===== src/rtl/serial_subtractor_if.sv =====
// Operand/result bundle for serial_subtractor: request and operands toward the
// block, status and difference back from it.
interface serial_subtractor_if #(
   parameter int WIDTH = 8
);
   logic             start;
   logic [WIDTH-1:0] a;
   logic [WIDTH-1:0] b;
   logic             busy;
   logic             done;
   logic [WIDTH-1:0] diff;
   logic             bout;

   modport master (
      output start, a, b,
      input  busy, done, diff, bout
   );

   modport slave (
      input  start, a, b,
      output busy, done, diff, bout
   );
endinterface


===== src/rtl/serial_subtractor.sv =====
// Bit-serial unsigned subtractor: one full-subtractor cell plus a borrow flop,
// LSB first, producing (a - b) mod 2^WIDTH and the final borrow.
module serial_subtractor #(
   parameter int WIDTH = 8
) (
   input  logic                 clk,
   input  logic                 rst_n,
   serial_subtractor_if.slave   s_if
);
   localparam int CW = $clog2(WIDTH) + 1;

   typedef enum logic [1:0] {
      ST_IDLE = 2'd0,
      ST_RUN  = 2'd1,
      ST_DONE = 2'd2
   } state_t;

   // Returns {borrow_out, difference_bit}
   function automatic logic [1:0] full_sub(input logic x, input logic y, input logic bin);
      full_sub = {(~x & y) | (~(x ^ y) & bin), x ^ y ^ bin};
   endfunction

   state_t           r_state;
   state_t           w_next_state;
   logic [WIDTH-1:0] r_sa;
   logic [WIDTH-1:0] r_sb;
   logic [WIDTH-1:0] r_diff;
   logic [CW-1:0]    r_cnt;
   logic             r_borrow;
   logic             r_bout;
   logic             r_busy;
   logic             r_done;
   logic [1:0]       w_fs;
   logic             w_last;

   // Next-state decode and the single full-subtractor cell
   always_comb begin
      w_next_state = r_state;
      w_fs         = full_sub(r_sa[0], r_sb[0], r_borrow);
      w_last       = (r_cnt == CW'(WIDTH - 1));
      case (r_state)
         ST_IDLE: begin
            if (s_if.start) w_next_state = ST_RUN;
            else            w_next_state = ST_IDLE;
         end
         ST_RUN: begin
            if (w_last) w_next_state = ST_DONE;
            else        w_next_state = ST_RUN;
         end
         ST_DONE: w_next_state = ST_IDLE;
         default: w_next_state = ST_IDLE;
      endcase
   end

   // State register with busy/done registered from the next state
   always_ff @(posedge clk or negedge rst_n) begin
      if (!rst_n) begin
         r_state <= ST_IDLE;
         r_busy  <= 1'b0;
         r_done  <= 1'b0;
      end else begin
         r_state <= w_next_state;
         r_busy  <= (w_next_state != ST_IDLE);
         r_done  <= (w_next_state == ST_DONE);
      end
   end

   // Operand shifters, borrow flop, counter and result registers
   always_ff @(posedge clk or negedge rst_n) begin
      if (!rst_n) begin
         r_sa     <= '0;
         r_sb     <= '0;
         r_diff   <= '0;
         r_cnt    <= '0;
         r_borrow <= 1'b0;
         r_bout   <= 1'b0;
      end else begin
         case (r_state)
            ST_IDLE: begin
               if (s_if.start) begin
                  r_sa     <= s_if.a;
                  r_sb     <= s_if.b;
                  r_borrow <= 1'b0;
                  r_cnt    <= '0;
               end
            end
            ST_RUN: begin
               r_diff   <= {w_fs[0], r_diff[WIDTH-1:1]};
               r_sa     <= {1'b0, r_sa[WIDTH-1:1]};
               r_sb     <= {1'b0, r_sb[WIDTH-1:1]};
               r_borrow <= w_fs[1];
               r_cnt    <= r_cnt + CW'(1);
               if (w_last) r_bout <= w_fs[1];
            end
            default: begin
               r_cnt <= r_cnt;
            end
         endcase
      end
   end

   assign s_if.busy = r_busy;
   assign s_if.done = r_done;
   assign s_if.diff = r_diff;
   assign s_if.bout = r_bout;
endmodule


===== src/flat_wrapper.sv =====
// flat-port wrapper written by rule: the top's interface ports become plain ports
module serial_subtractor_flat 
#(
   parameter int WIDTH = 8
)
  (clk, rst_n, s_if_start, s_if_a, s_if_b, s_if_busy, s_if_done, s_if_diff, s_if_bout);
  serial_subtractor_if #(.WIDTH(WIDTH)) s_if_i ();
  input  logic clk;
  input  logic rst_n;
  input wire logic [$bits(s_if_i.start)-1:0] s_if_start;
  input wire logic [$bits(s_if_i.a)-1:0] s_if_a;
  input wire logic [$bits(s_if_i.b)-1:0] s_if_b;
  output wire logic [$bits(s_if_i.busy)-1:0] s_if_busy;
  output wire logic [$bits(s_if_i.done)-1:0] s_if_done;
  output wire logic [$bits(s_if_i.diff)-1:0] s_if_diff;
  output wire logic [$bits(s_if_i.bout)-1:0] s_if_bout;
  assign s_if_i.start = s_if_start;
  assign s_if_i.a = s_if_a;
  assign s_if_i.b = s_if_b;
  assign s_if_busy = s_if_i.busy;
  assign s_if_done = s_if_i.done;
  assign s_if_diff = s_if_i.diff;
  assign s_if_bout = s_if_i.bout;
  serial_subtractor #(.WIDTH(WIDTH)) u_core (.clk(clk), .rst_n(rst_n), .s_if(s_if_i));
endmodule

===== config.mk =====
export PLATFORM = sky130hd
export DESIGN_NAME = serial_subtractor_flat
export DESIGN_NICKNAME = d
export VERILOG_FILES = /design/src/rtl/serial_subtractor_if.sv /design/src/rtl/serial_subtractor.sv /design/src/flat_wrapper.sv
export SDC_FILE = /design/constraint.sdc
export NUM_CORES = 1
export LEC_CHECK = 0
export CORE_ASPECT_RATIO = 1.1
export CORE_MARGIN = 3
export CORE_UTILIZATION = 45
export DETAILED_ROUTE_END_ITERATION = 12
export HOLD_SLACK_MARGIN = 0.06
export PLACE_DENSITY = 0.72
export SETUP_SLACK_MARGIN = 0.05
export SYNTH_ARGS = -nofsm -noshare
export SYNTH_HDL_FRONTEND = slang
export SYNTH_SLANG_ARGS = --single-unit
export TNS_END_PERCENT = 30

===== constraint.sdc =====
create_clock -name clk -period 2.9 [get_ports clk]
set_input_delay 0.58 -clock clk [delete_from_list [all_inputs] [get_ports clk]]
set_output_delay 0.58 -clock clk [all_outputs]
set_load 0.02 [all_outputs]

# ---- Word-level counts from Yosys, hierarchy flattened
# Cells that the tools add are included.
dict set report word_totals {
  regBits 34
  latchBits 0
  ram_bits 0
  romBits 0
  inputBits 19
  output_inout_bits 11
  wordCells 37
  n_memories 0
}
dict set report op_classes {
  add_sub_neg 1
  multipliers 0
  div 0
  n_lt_le_gt_ge 0
  n_eq_ne 4
  shift 0
  n_mux 11
  bitwise 7
  n_reduce_logical 5
}
# operator n
set ops {}
lappend ops {{8-bit one-hot mux with 2 select lines} 2}
lappend ops {{8-bit two-way mux} 2}
lappend ops {{4-bit one-hot mux with 2 select lines} 1}
lappend ops {{4-bit by 1-bit adder with 4-bit output (second input constant)} 1}
lappend ops {{4-bit by 3-bit == test with 1-bit output (second input constant)} 1}
lappend ops {{4-bit two-way mux} 1}
lappend ops {{2-bit one-hot mux with 2 select lines} 1}
lappend ops {{2-bit AND reduction} 2}
lappend ops {{2-bit nonzero test} 2}
lappend ops {{1-bit bitwise AND} 2}
lappend ops {{2-bit by 1-bit == test with 1-bit output (second input constant)} 1}
lappend ops {{2-bit == test (second input constant)} 1}
lappend ops {{2-bit zero test} 1}
lappend ops {{1-bit two-way mux} 2}
lappend ops {{2-bit two-way mux} 1}
lappend ops {{2-bit inequality test (second input constant)} 1}
lappend ops {{1-bit inverter} 2}
lappend ops {{1-bit one-hot mux with 2 select lines} 1}
lappend ops {{1-bit XOR} 2}
lappend ops {{1-bit OR} 1}

# ---- Depth between registers and ports, before layout
dict set report logic_depth {
  ltp_word 5
  depth_mapped 5
  mapped_depth_nobuf 4
}

# ---- Least setup slack after synthesis
# No wires, ideal clock.
dict set report synth_path {
  path_type {input to register}
  startpoint {input s_if_start}
  endpoint {register u_core.r_sb[0]}
  setup_ps 134
  arrival_ps 1043
  required_time_ps 2766
  setup_slack_ps 1723
  cell_stages 4
  n_path_buf 1
  path_cell_list {nor2b_4 buf_6 a22oi_1 o22ai_1}
}
dict set report synth_between {
  elab_chain_len 2
}
# element line
set synth_lines {}
lappend synth_lines {{from (decl)} flat_wrapper.sv:10} ;# input wire logic [$bits(s_if_i.start)-1:0] s_if_start;
lappend synth_lines {{2-bit inequality test (no line)} -}
lappend synth_lines {{2-bit AND reduction (no line)} -}
lappend synth_lines {{to (signal assigned)} serial_subtractor.sv:82} ;# r_sb <= s_if.b;
lappend synth_lines {{to (signal assigned)} serial_subtractor.sv:90} ;# r_sb <= {1'b0, r_sb[WIDTH-1:1]};
lappend synth_lines {{to (decl)} serial_subtractor.sv:26} ;# logic [WIDTH-1:0] r_sb;
# No other way between the ends.
# A chain may end at the register's enable or synchronous reset.

# ---- Worst setup path after layout
dict set report layout_path {
  startpoint {register u_core.r_diff[1], in the netlist u_core.s_if.diff[1]}
  endpoint {output s_if_diff[1]}
}
# element line
set layout_rtl {}
lappend layout_rtl {{from (decl)} serial_subtractor.sv:27} ;# logic [WIDTH-1:0] r_diff;
lappend layout_rtl {{from (signal assigned)} serial_subtractor.sv:88} ;# r_diff <= {w_fs[0], r_diff[WIDTH-1:1]};
lappend layout_rtl {{to (decl)} flat_wrapper.sv:15} ;# output wire logic [$bits(s_if_i.diff)-1:0] s_if_diff;
# No word-level cell between the ends.

==> summary.md <==
| Metric | Value |
|---|---|
| Fillcell total | roughly 260 |
| Share of layout cells above drive strength 1 | 0.0723 |
| Die W | ~60 um |
| Die footprint | 3910 um^2 |
| Vias in the first global route | between 1k and 1.5k |
| Crit path launch | u_core.s_if.diff[1]$_DFFE_PN0P_ |
| Crit-path cells | clkdlybuf4s50_1 |
| Starting DRT DRC Count | 23 |
| HP Start | u_core.s_if.diff[0]$_DFFE_PN0P_ |
| Least-Margin Pin Slew | approximately 480 ps |
| First-pass GRT wire length | roughly 4700 um |
| Via density | about 5.4 |
| Count leader, synth | nand2_1 |
| Primary FF master, synth | dfrtp_1 |
| Number of diodes | 0 |
| WP buf/inv | 1 |
| Setup Skew | around 5.5 ps |
| Delay-heaviest family, CP | buffers and inverters |
| Setup_tns | 0 ps |
| RSZ-0062 raised after global routing | false |
| Max-cap violations | 0 |
| Leakage | around 0.8 nW |
| Clk Latency, worst-skew pair | 330 ps |
| Max Clk Rate | approximately 0.53 GHz |
| Post-CTS Setup Repair Bufs | 0 |
| CTS clock-pin slew for the worst setup and hold paths | ~90 ps |
| H-Tree Depth | 2 |
| Vias | 1,073 |
| Levels on crit path | 1 |
| Mapped Cells | roughly 140 |
| Yosys reg bits | 34 |
| Gr ovfl total | 0 |
| Root Driver | clkbuf_4 |
| Initial core utilization | 0.495 |
| Final setup margin | 1010 ps |
| Clk buf depth | 2 |
| Core footprint | between 2000 and 3000 um^2 |
| I/O pin cnt | 30 |
| Total Routing Usage GR | 0.161 |
| CTS Hold Bufs | 0 |
| Reg2Reg Depth | 3 |
| Slew Limit Headroom | 0.683 |
| Post_cts resized | 0 |
| Fin nets | 188 |
| Net Count, Synth | between 150 and 200 |
| Status | finished clean |
| Worst min-delay path category | flop to flop |
| Dpl hpwl | around 1900 um |
| Reg-to-reg setup timing slack | 1290 ps |
| Pin count of the biggest net entering global routing | 35 |
| Sequential share of the synthesized area | 0.592 |
| Post-synth top area share | 0.592 |
| Detailed-route DRC error count | 0 |
| Post-synth EDFFs | 0 |
| GP Congestion | between 0.7 and 0.8 |
| Syn. warnings | 0 |
| Final min period | roughly 1900 ps |
| Synth cell count leaders | nand2_1, dfrtp_1, a22oi_1, o21ai_0, a22o_1 |
| Final Max Tran Viols | 0 |
| First-pass DRT Iterations | 4 |
| Worst path slowest cell | clkdlybuf4s50_1 |
| CTS tree | yes |
| CTS Buf Count | 5 |
| Hold path cells | 2 |
| Largest stage delay on the critical path | around 610 ps |
| Final ANT Viol Nets | 0 |
| Required time of the critical path | ~2300 ps |
| Clk sink count | 34 |
| Setup Slack @ Placement | between 900 and 1000 ps |
| Die H | 65.3 um |
| Final Util | 0.616 |
| Crit path arrival time | between 1000 and 1500 ps |
| Worst reg2reg startpoint | u_core.r_state[1]$_DFF_PN0_ |
| Area contributors post-synth | dfrtp_1, nand2_1, a22oi_1 |
| Yosys cell types | 27 |
| Crit. End Element | output pin |
| Post-synthesis async set-or-reset flop share | 1.00 |
| Synth Cell Area | 1440 um^2 |
| CP startpoint kind | flop |
| Final Hold Vio Count | 0 |
| Synthesized area per cell | around 11 um^2 |
| Power Density | between 900 and 1000 nW/um^2 |
| I/O Buffers | 29 |
| P&R area growth vs syn | 24.4% |
| Setup violators final | 0 |
| Fin area | approximately 1800 um^2 |
| Row Count | 20 |
| WL per Instance | 13.3 um |
| CP Max Fanout | 3 |
| Post-synth top area cell | dfrtp_1 |
| Final WL | about 2600 um |
| Final period utilization | 0.653 |
| Max IR drop VDD | about 0.00054 V |
| Dpl cell area | 1740 um^2 |
| Worst setup path category | flop to output pin |
| Antenna violations before repair | 0 |
==> final timing paths <==
check / end
hold reg to reg: u_core.s_if.diff[0]$_DFFE_PN0P_
hold / removal: u_core.s_if.diff[0]$_DFFE_PN0P_
max in group asynchronous: u_core.r_sa[3]$_DFFE_PN0P_
setup / recovery: s_if_diff[1]
min in group asynchronous: u_core.s_if.diff[3]$_DFFE_PN0P_
setup reg to reg: u_core.s_if.bout$_DFFE_PN0P_
==> worst register-to-register path, cell delays in order (launching register included) <==
cell      delay, ps
dfrtp_1         560
nand2b_1        440
nor3_2          320
mux2i_1         220
==> flip-flops by register name, summed over array words and instances, names as in the netlist <==
| register | count |
|---|---|
| u_core.r_sa | 8 |
| u_core.s_if.done | 1 |
| u_core.s_if.diff | 8 |
| u_core.r_sb | 8 |
| u_core.r_cnt | 4 |
| u_core.s_if.busy | 1 |
| u_core.r_borrow | 1 |
| u_core.r_state | 2 |
| u_core.s_if.bout | 1 |
==> routing by layer <==
metal | global-route usage | wire length [um] | vias up
li1 | - | - | 526
met3 | 0.0530 | 176 | 6
met5 | 0 | 0 | -
met4 | 0.0499 | 42 | 0
met1 | 0.176 | 1070 | 510
met2 | 0.289 | 1360 | 31
==> layout make-up <==
type / count / area, um^2 / share of cell area
Sequential cell: 34 / 851 / 0.476
Multi-Input combinational cell: 91 / 523 / 0.293
Timing Repair Buffer: 31 / 305 / 0.171
Clock buffer: 6 / 51.3 / 0.0287
Tap cell: 33 / 41.3 / 0.0231
Inverter: 4 / 15.0 / 0.00840
==> logic make-up (layout without fill, tap and decap cells) <==
family          after synthesis  in the layout  synth area share
compound gates               39             39             0.183
fa+ha+maj                     2              2            0.0226
buf+inv                      11             41            0.0435
flops                        34             34             0.592
mux                           1              1           0.00697
simple gates                 49             49             0.152
==> through the flow <==
| stage | power, mW | std cells | hold WS [ps] |
|---|---|---|---|
| after global routing | 1.84 | 199 | 516 |
| after global placement | 1.43 | 193 | 459 |
| after detailed placement | 1.46 | 193 | 464 |
| after CTS | 1.71 | 199 | 487 |
| after floorplan | 1.21 | 136 | 284 |
| final | 1.69 | 199 | 478 |
==> placed cells by master (no fill, tap or decap), drive strengths merged <==
cell / instances
a21oi: 3
a22o: 4
a22oi: 14
a31oi: 1
and2b: 1
and3: 1
buf: 2
clkbuf: 6
clkdlybuf4s50: 29
dfrtp: 34
fa: 1
ha: 1
inv: 4
mux2i: 1
nand2: 38
nand2b: 2
nor2: 2
nor2b: 3
nor3: 2
o21ai: 14
o21bai: 1
o22ai: 2
==> power breakdown <==
part,total (mW),leakage (nW),switching (mW),internal (mW)
clock,0.248,0.0302,0.138,0.109
sequential,0.782,0.435,0.123,0.659
combinational,0.658,0.333,0.351,0.307
Note: power is estimated with default switching activity, not from simulation.
